**config.mk**
```make
export PLATFORM = sky130hd
export DESIGN_NAME = hazard_ctrl_unit
export DESIGN_NICKNAME = d
export VERILOG_FILES = /design/src/rtl/hazard_pkg.sv /design/src/rtl/hazard_sat_counter.sv /design/src/rtl/hazard_ctrl_unit.sv
export SDC_FILE = /design/constraint.sdc
export NUM_CORES = 1
export LEC_CHECK = 0
export CAP_MARGIN = 40
export CORE_MARGIN = 2
export CORE_UTILIZATION = 34
export DETAILED_ROUTE_END_ITERATION = 12
export PLACE_DENSITY_LB_ADDON = 0.08
export SYNTH_ARGS = -nofsm -noshare
export SYNTH_HDL_FRONTEND = slang
export SYNTH_HIERARCHICAL = 1
export SYNTH_SLANG_ARGS = --single-unit
```
**constraint.sdc**
```tcl
create_clock -name clk -period 2.8 [get_ports clk]
set_input_delay 0.56 -clock clk [delete_from_list [all_inputs] [get_ports clk]]
set_output_delay 0.56 -clock clk [all_outputs]
set_load 0.005 [all_outputs]
```
**src/rtl/hazard_pkg.sv**
```systemverilog
// Shared types and helpers for the RV32I pipeline hazard controller.
// The macro HAZARD_PERF_CNT_EN is consumed by hazard_ctrl_unit.
package hazard_pkg;

  typedef enum logic [1:0] {
    FWD_RF = 2'b00,
    FWD_W  = 2'b01,
    FWD_M  = 2'b10
  } fwd_sel_e;

  typedef enum logic [1:0] {
    RUN     = 2'b00,
    MEMWAIT = 2'b01,
    MEMERR  = 2'b10
  } hz_state_e;

  localparam logic [4:0] REG_X0 = 5'd0;

  // M-stage result is younger than W, so it wins.
  function automatic fwd_sel_e fwd_sel(
    input logic [4:0] rs,
    input logic [4:0] rd_m,
    input logic [4:0] rd_w,
    input logic       we_m,
    input logic       we_w
  );
    if (we_m && rd_m != REG_X0 && rd_m == rs)
      return FWD_M;
    else if (we_w && rd_w != REG_X0 && rd_w == rs)
      return FWD_W;
    else
      return FWD_RF;
  endfunction

endpackage

```
**src/rtl/hazard_sat_counter.sv**
```systemverilog
// Enable-driven event counter that sticks at all-ones.
// Used for hazard performance statistics.
module hazard_sat_counter
  import hazard_pkg::*;
#(
  parameter int W = 32
) (
  input  logic         clk,
  input  logic         reset,
  input  logic         i_en,
  output logic [W-1:0] o_cnt
);

  logic [W-1:0] r_cnt;

  always_ff @(posedge clk or posedge reset) begin
    if (reset)
      r_cnt <= '0;
    else if (i_en && r_cnt != '1)
      r_cnt <= r_cnt + W'(1);
  end

  assign o_cnt = r_cnt;

endmodule

```
**src/rtl/hazard_ctrl_unit.sv**
```systemverilog
// Stall/flush/forward control for the 5-stage RV32I pipeline with a data-memory wait FSM.
// Define HAZARD_PERF_CNT_EN to build the saturating performance counters.
module hazard_ctrl_unit
  import hazard_pkg::*;
#(
  parameter int TIMEOUT = 64,
  parameter int CNT_W   = 32
) (
  input  logic             clk,
  input  logic             reset,
  input  logic [4:0]       Rs1D,
  input  logic [4:0]       Rs2D,
  input  logic [4:0]       Rs1E,
  input  logic [4:0]       Rs2E,
  input  logic [4:0]       RdE,
  input  logic [4:0]       RdM,
  input  logic [4:0]       RdW,
  input  logic             ResultSrcE0,
  input  logic             RegWriteM,
  input  logic             RegWriteW,
  input  logic             PCSrcE,
  input  logic             MemReqM,
  input  logic             MemReadyM,
  output logic             StallF,
  output logic             StallD,
  output logic             StallE,
  output logic             StallM,
  output logic             FlushD,
  output logic             FlushE,
  output logic             FlushW,
  output logic [1:0]       ForwardAE,
  output logic [1:0]       ForwardBE,
  output logic             mem_timeout,
  output logic [CNT_W-1:0] cnt_stall,
  output logic [CNT_W-1:0] cnt_flush,
  output logic [CNT_W-1:0] cnt_fwd
);

  localparam int WCW = (TIMEOUT > 2) ? $clog2(TIMEOUT) : 1;
  localparam logic [WCW-1:0] WC_LAST = WCW'(TIMEOUT - 1);

  hz_state_e      r_state;
  logic [WCW-1:0] r_wait_cnt;
  logic           r_mem_timeout;

  logic w_lw_stall;
  logic w_frozen;

  always_ff @(posedge clk or posedge reset) begin
    if (reset) begin
      r_state       <= RUN;
      r_wait_cnt    <= '0;
      r_mem_timeout <= 1'b0;
    end else begin
      unique case (r_state)
        RUN: begin
          r_wait_cnt <= '0;
          if (MemReqM && !MemReadyM)
            r_state <= MEMWAIT;
        end
        MEMWAIT: begin
          if (MemReadyM) begin
            r_state    <= RUN;
            r_wait_cnt <= '0;
          end else if (r_wait_cnt == WC_LAST) begin
            r_state       <= MEMERR;
            r_mem_timeout <= 1'b1;
          end else begin
            r_wait_cnt <= r_wait_cnt + WCW'(1);
          end
        end
        MEMERR: begin
          if (MemReadyM) begin
            r_state    <= RUN;
            r_wait_cnt <= '0;
          end
        end
        default: begin
          r_state    <= RUN;
          r_wait_cnt <= '0;
        end
      endcase
    end
  end

  assign mem_timeout = r_mem_timeout;

  assign w_lw_stall = ResultSrcE0 && (RdE != REG_X0)
                   && ((Rs1D == RdE) || (Rs2D == RdE));

  // The cycle ready arrives already behaves like RUN.
  assign w_frozen = (r_state != RUN) && !MemReadyM;

  always_comb begin
    StallF    = 1'b0;
    StallD    = 1'b0;
    StallE    = 1'b0;
    StallM    = 1'b0;
    FlushD    = 1'b0;
    FlushE    = 1'b0;
    FlushW    = 1'b0;
    ForwardAE = FWD_RF;
    ForwardBE = FWD_RF;
    if (!reset) begin
      ForwardAE = fwd_sel(Rs1E, RdM, RdW, RegWriteM, RegWriteW);
      ForwardBE = fwd_sel(Rs2E, RdM, RdW, RegWriteM, RegWriteW);
      if (w_frozen) begin
        StallF = 1'b1;
        StallD = 1'b1;
        StallE = 1'b1;
        StallM = 1'b1;
        FlushW = 1'b1;
      end else begin
        StallF = w_lw_stall;
        StallD = w_lw_stall;
        FlushE = w_lw_stall | PCSrcE;
        FlushD = PCSrcE;
      end
    end
  end

`ifdef HAZARD_PERF_CNT_EN
  logic w_flush_any;
  logic w_fwd_any;

  assign w_flush_any = FlushD | FlushE;
  assign w_fwd_any   = (ForwardAE != FWD_RF) || (ForwardBE != FWD_RF);

  hazard_sat_counter #(.W(CNT_W)) u_cnt_stall (
    .clk   (clk),
    .reset (reset),
    .i_en  (StallD),
    .o_cnt (cnt_stall)
  );

  hazard_sat_counter #(.W(CNT_W)) u_cnt_flush (
    .clk   (clk),
    .reset (reset),
    .i_en  (w_flush_any),
    .o_cnt (cnt_flush)
  );

  hazard_sat_counter #(.W(CNT_W)) u_cnt_fwd (
    .clk   (clk),
    .reset (reset),
    .i_en  (w_fwd_any),
    .o_cnt (cnt_fwd)
  );
`else
  assign cnt_stall = '0;
  assign cnt_flush = '0;
  assign cnt_fwd   = '0;
`endif

endmodule

```
# [Yosys cells after proc, flatten, opt, wreduce, memory -nomap -nowiden]
# Cells that the tools add are included.
[classes] addsub=1 mul=0 n_div=0 magnitude_cmp=0 n_eq_ne=13 n_shift=0 n_mux=23 bitwise_logic=2 reduce_logical=20
[ops] op="== test 5 bit" n=6
[ops] op="two-way mux 6 bit" n=3
[ops] op="two-way mux 2 bit" n=8
[ops] op="nonzero test 5 bit" n=3
[ops] op="case mux 6 bit (2 select lines)" n=1
[ops] op="logical AND 1 bit" n=10
[ops] op="two-way mux 1 bit" n=10
[ops] op="adder 6 x 1 -> 6 bit (second input constant)" n=1
[ops] op="== test 6 bit (second input constant)" n=1
[ops] op="!= test 3 bit (second input constant)" n=2
[ops] op="case mux 2 bit (3 select lines)" n=1
[ops] op="AND reduction 3 bit" n=2
[ops] op="!= test 2 bit (second input constant)" n=2
[ops] op="== test 2 x 1 -> 1 bit (second input constant)" n=1
[ops] op="== test 2 bit (second input constant)" n=1
[ops] op="logical NOT 2 bit" n=1
[ops] op="AND reduction 2 bit" n=1
[ops] op="nonzero test 2 bit" n=1
[ops] op="logical NOT 1 bit" n=1
[ops] op="logical OR 1 bit" n=1
[ops] op="NOT 1 bit" n=1
[ops] op="bitwise OR 1 bit" n=1
[word_totals] regBits=9 latch_bits=0 ram_bits=0 mem_bits_ro=0 inputBits=43 output_inout_bits=108 wordCells=62 n_memories=0

# [Longest topological paths before layout]
[depth] ltp_word=6 ltp_mapped=5 mapped_depth_nobuf=5

# [Least setup slack after synthesis]
# No wires, ideal clock.
[synth_timing] path_kind="input to output" start="input reset" end="output ForwardAE[0]" t_arrival_ns=1.668 t_required_ns=2.240 path_slack_ns=0.572 path_stages=4 n_path_buf=0 path_cell_list="inv_1 o211ai_1 or4_1 nor4_2"
[synth_between] elab_chain_cells=1
[synth_rtl] item="from (decl)" line_no="hazard_ctrl_unit.sv:10" source="input logic reset,"
[synth_rtl] item="two-way mux 2 bit" line_no="hazard_ctrl_unit.sv:104" source="if (!reset) begin"
[synth_rtl] item="to (decl)" line_no="hazard_ctrl_unit.sv:31" source="output logic [1:0] ForwardAE,"
# Every way passes these cells.

# [Worst setup path in the final report]
[layout_timing] start="input Rs1E[3]" end="output ForwardAE[0]"
[layout_between] elab_chain_cells=5 elab_cells_between_ends=7 cone_classes="eq/ne: 2; mux: 3; reduce/logical: 2"
[layout_rtl] item="from (decl)" line_no="hazard_ctrl_unit.sv:13" source="input logic [4:0] Rs1E,"
[layout_rtl] item="== test 5 bit" line_no="hazard_pkg.sv:29" source="else if (we_w && rd_w != REG_X0 && rd_w == rs)"
[layout_rtl] item="logical AND 1 bit" line_no="hazard_pkg.sv:29"
[layout_rtl] item="two-way mux 1 bit" line_no="hazard_pkg.sv:29"
[layout_rtl] item="two-way mux 2 bit *" line_no="hazard_pkg.sv:27" source="if (we_m && rd_m != REG_X0 && rd_m == rs)"
[layout_rtl] item="two-way mux 2 bit *" line_no="hazard_ctrl_unit.sv:104"
# Every way passes the cells marked *; elsewhere a longest branch is shown, timed or not.

==> run metrics <==
GPL Wtd Cong=0.841; critical path fanouts, max=2; status=finished clean; most common cell after layout, fill and taps aside=conb_1; Comb pwr share=43.0%; DP Wirelength=3170 µm; Mapped Area=0.00168 mm²; final hold violations=0; worst slew pin tran=0.520 ns; synth top area cells=buf_4 44%, dfrtp_1 13%, xor2_1 10%; CP startpoint kind=primary input; Final min period=2.74 ns; proportion of power drawn by the clock network=30.1%; Post-Route Utilization=46.1%; Synth top area share=44.2%; CTS Hold Buffers Added=0; DR vias=1358; post-route ant nets=0; Die X=74.4 µm; Synth area leader=buf_4; sequential share of power=26.9%; CTS tree=yes; router iterations before antenna repair=4; Chip Height=74.4 µm; site row count=25; most frequent cells in the layout=96 x conb_1, 39 x clkdlybuf4s50_1, 26 x buf_4; first-pass GRT wire length=5420 µm; total wire length=3610 µm; Setup crit end=ForwardAE[0]; synth warn=6; synth-to-layout area growth=30.3%; Min Hold Slack=0.473 ns; Tot Pwr=0.000505 W; fin crit share=98.0%; global route overflow=0; final-report max-slew violation count=0; peak supply drop=0.104 mV; pwr/cell area=230 mW/mm²; r2r setup slk=1.16 ns; Main synth FF type=dfrtp_1; DRC=0; CP Capture Type=output port; Slew headroom=65.3%; switch share=31.0%; clk slew on worst S/H paths=0.04 ns; reg2reg path depth=4; # diodes=0; Clock Sinks=9; Setup CP Type=in -> out; sequential-to-total area share from yosys stat=13.4%; H-tree levels=1; arrival time of the worst setup path=2.18 ns; r2r startpoint=r_wait_cnt[0]; CTS Buf Count=3; switching pwr=0.000156 W; GRT Total Usage=12.8%; fin worst setup slack=0.0553 ns; Int Power=0.000348 W; initial core utilization=35.4%; Place WS=-0.387 ns; DR vias/cell=3.77; EDFF count, synth=0; Fin Clk Skew=0.00596 ns; worst hold path type=reg -> reg; DR iter-0 viols=39; RR Endpoint=r_wait_cnt[4]; Top-Level Pins=151; cells after synthesis=215; Worst EP required=2.24 ns; Worst-Skew Late Latency=0.23 ns; syn_area_per_cell=7.83 µm²; core area=0.00475 mm²; FF+latch count, synth=9; fmax=0.364 GHz; vias in the first global route=1156; clock buffer depth=2; RSZ-0062 raised after global routing=no; die area=0.00553 mm²; Root Buffer=clkbuf_8; per-cell routed wire length=10.0 µm; max cap viols=0; Layout Nets=338; initial antenna violation count=0; largest net degree at the start of global routing=13; Yosys cell types=32; # port buffers=54; crit path launch=Rs1E[3]; final setup fails=0; layout cell share with drive strength beyond 1=14.0%; Async SR Flop Fraction=100%; LEAKAGE=1.09 nW
kinds of logic (layout without fill, tap and decap cells):
family                     after synthesis  count (layout)  share of synthesized area (%)
AOI/OAI and AO/OA                       25              25                           9.67
xor gates and xnor gates                30              30                           15.6
adders and majority gates                1               1                          0.743
buffers and inverters                  104              87                           45.3
DFF                                      9               9                           13.4
other                                    1              96                          0.223
and+or+nand+nor                         45              45                           15.1
metal layers:
layer / vias up / global-route usage (%) / part of all wire (%) / wire [µm]
met2: 84 / 25.0 / 54 / 1970
met1: 600 / 14.0 / 35 / 1270
met5: - / 0 / 0 / 0
met4: 0 / 1.19 / 0 / 0
li1: 674 / - / - / -
met3: 0 / 3.66 / 10 / 374
Yosys cell counts (all sizes together) (3+ instances only):
master	number
a21oi	7
buf	99
dfrtp	9
inv	3
nand2	9
nand3	7
nor2	5
nor2b	3
nor3	5
nor4	4
o211ai	4
o21ai	5
o21bai	3
or4	5
xnor2	10
xor2	20
worst max-delay path: stages:
cell and delay, ns:
clkdlybuf4s50_1 0.46, xor2_1 0.18, or4_4 0.55, nor4_4 0.28
buf_2 0.15
per-stage QoR:
step                std cells  cell area (µm²)  setup TNS [ns]
finish                    360             2190               0
global route              360             2190               0
CTS                       359             2160         -0.0901
detailed placement        354             2090           -1.41
global placement          354             2090           -1.44
floorplan                 310             2040               0
how the worst min path moves through the flow:
| stage | slack [ns] | cells after the start | to | from |
|---|---|---|---|---|
| after floorplan | 0.42 | 1 | mem_timeout | reset |
| after global placement | 0.47 | 1 | mem_timeout | mem_timeout |
| after detailed placement | 0.47 | 1 | mem_timeout | mem_timeout |
| after CTS | 0.48 | 1 | mem_timeout | mem_timeout |
| after global routing | 0.49 | 1 | mem_timeout | mem_timeout |
| final | 0.47 | 1 | mem_timeout | mem_timeout |
flip-flops by register name, summed over array words and instances (netlist names):
register     cells
mem_timeout      1
r_state          2
r_wait_cnt       6
final cells by class:
cell class / count / area [µm²]
timing repair buffer: 80 / 732
multi-input combinational: 197 / 1100
inverter: 3 / 11.3
fill: 486 / 2560
clock buffer: 4 / 45.0
sequential: 9 / 225
tap: 67 / 83.8
power by group through the flow:
| stage | Clock (W) | Combinational, W | Sequential (W) |
|---|---|---|---|
| after floorplan | 0 | 0.000187 | 0.000137 |
| after global placement | 0 | 0.000212 | 0.000138 |
| after detailed placement | 0 | 0.000210 | 0.000138 |
| after CTS | 0.000158 | 0.000212 | 0.000136 |
| after global routing | 0.000167 | 0.000244 | 0.000136 |
| final | 0.000152 | 0.000217 | 0.000136 |
timing repair:
item / in CTS / in global routing
resized for setup: 19 / 11
buffers inserted: 1 / 1
endpoints found under the setup margin: 7 / 5
pin swaps: 4 / 5
No activity file was read; power rests on OpenSTA's default activity.
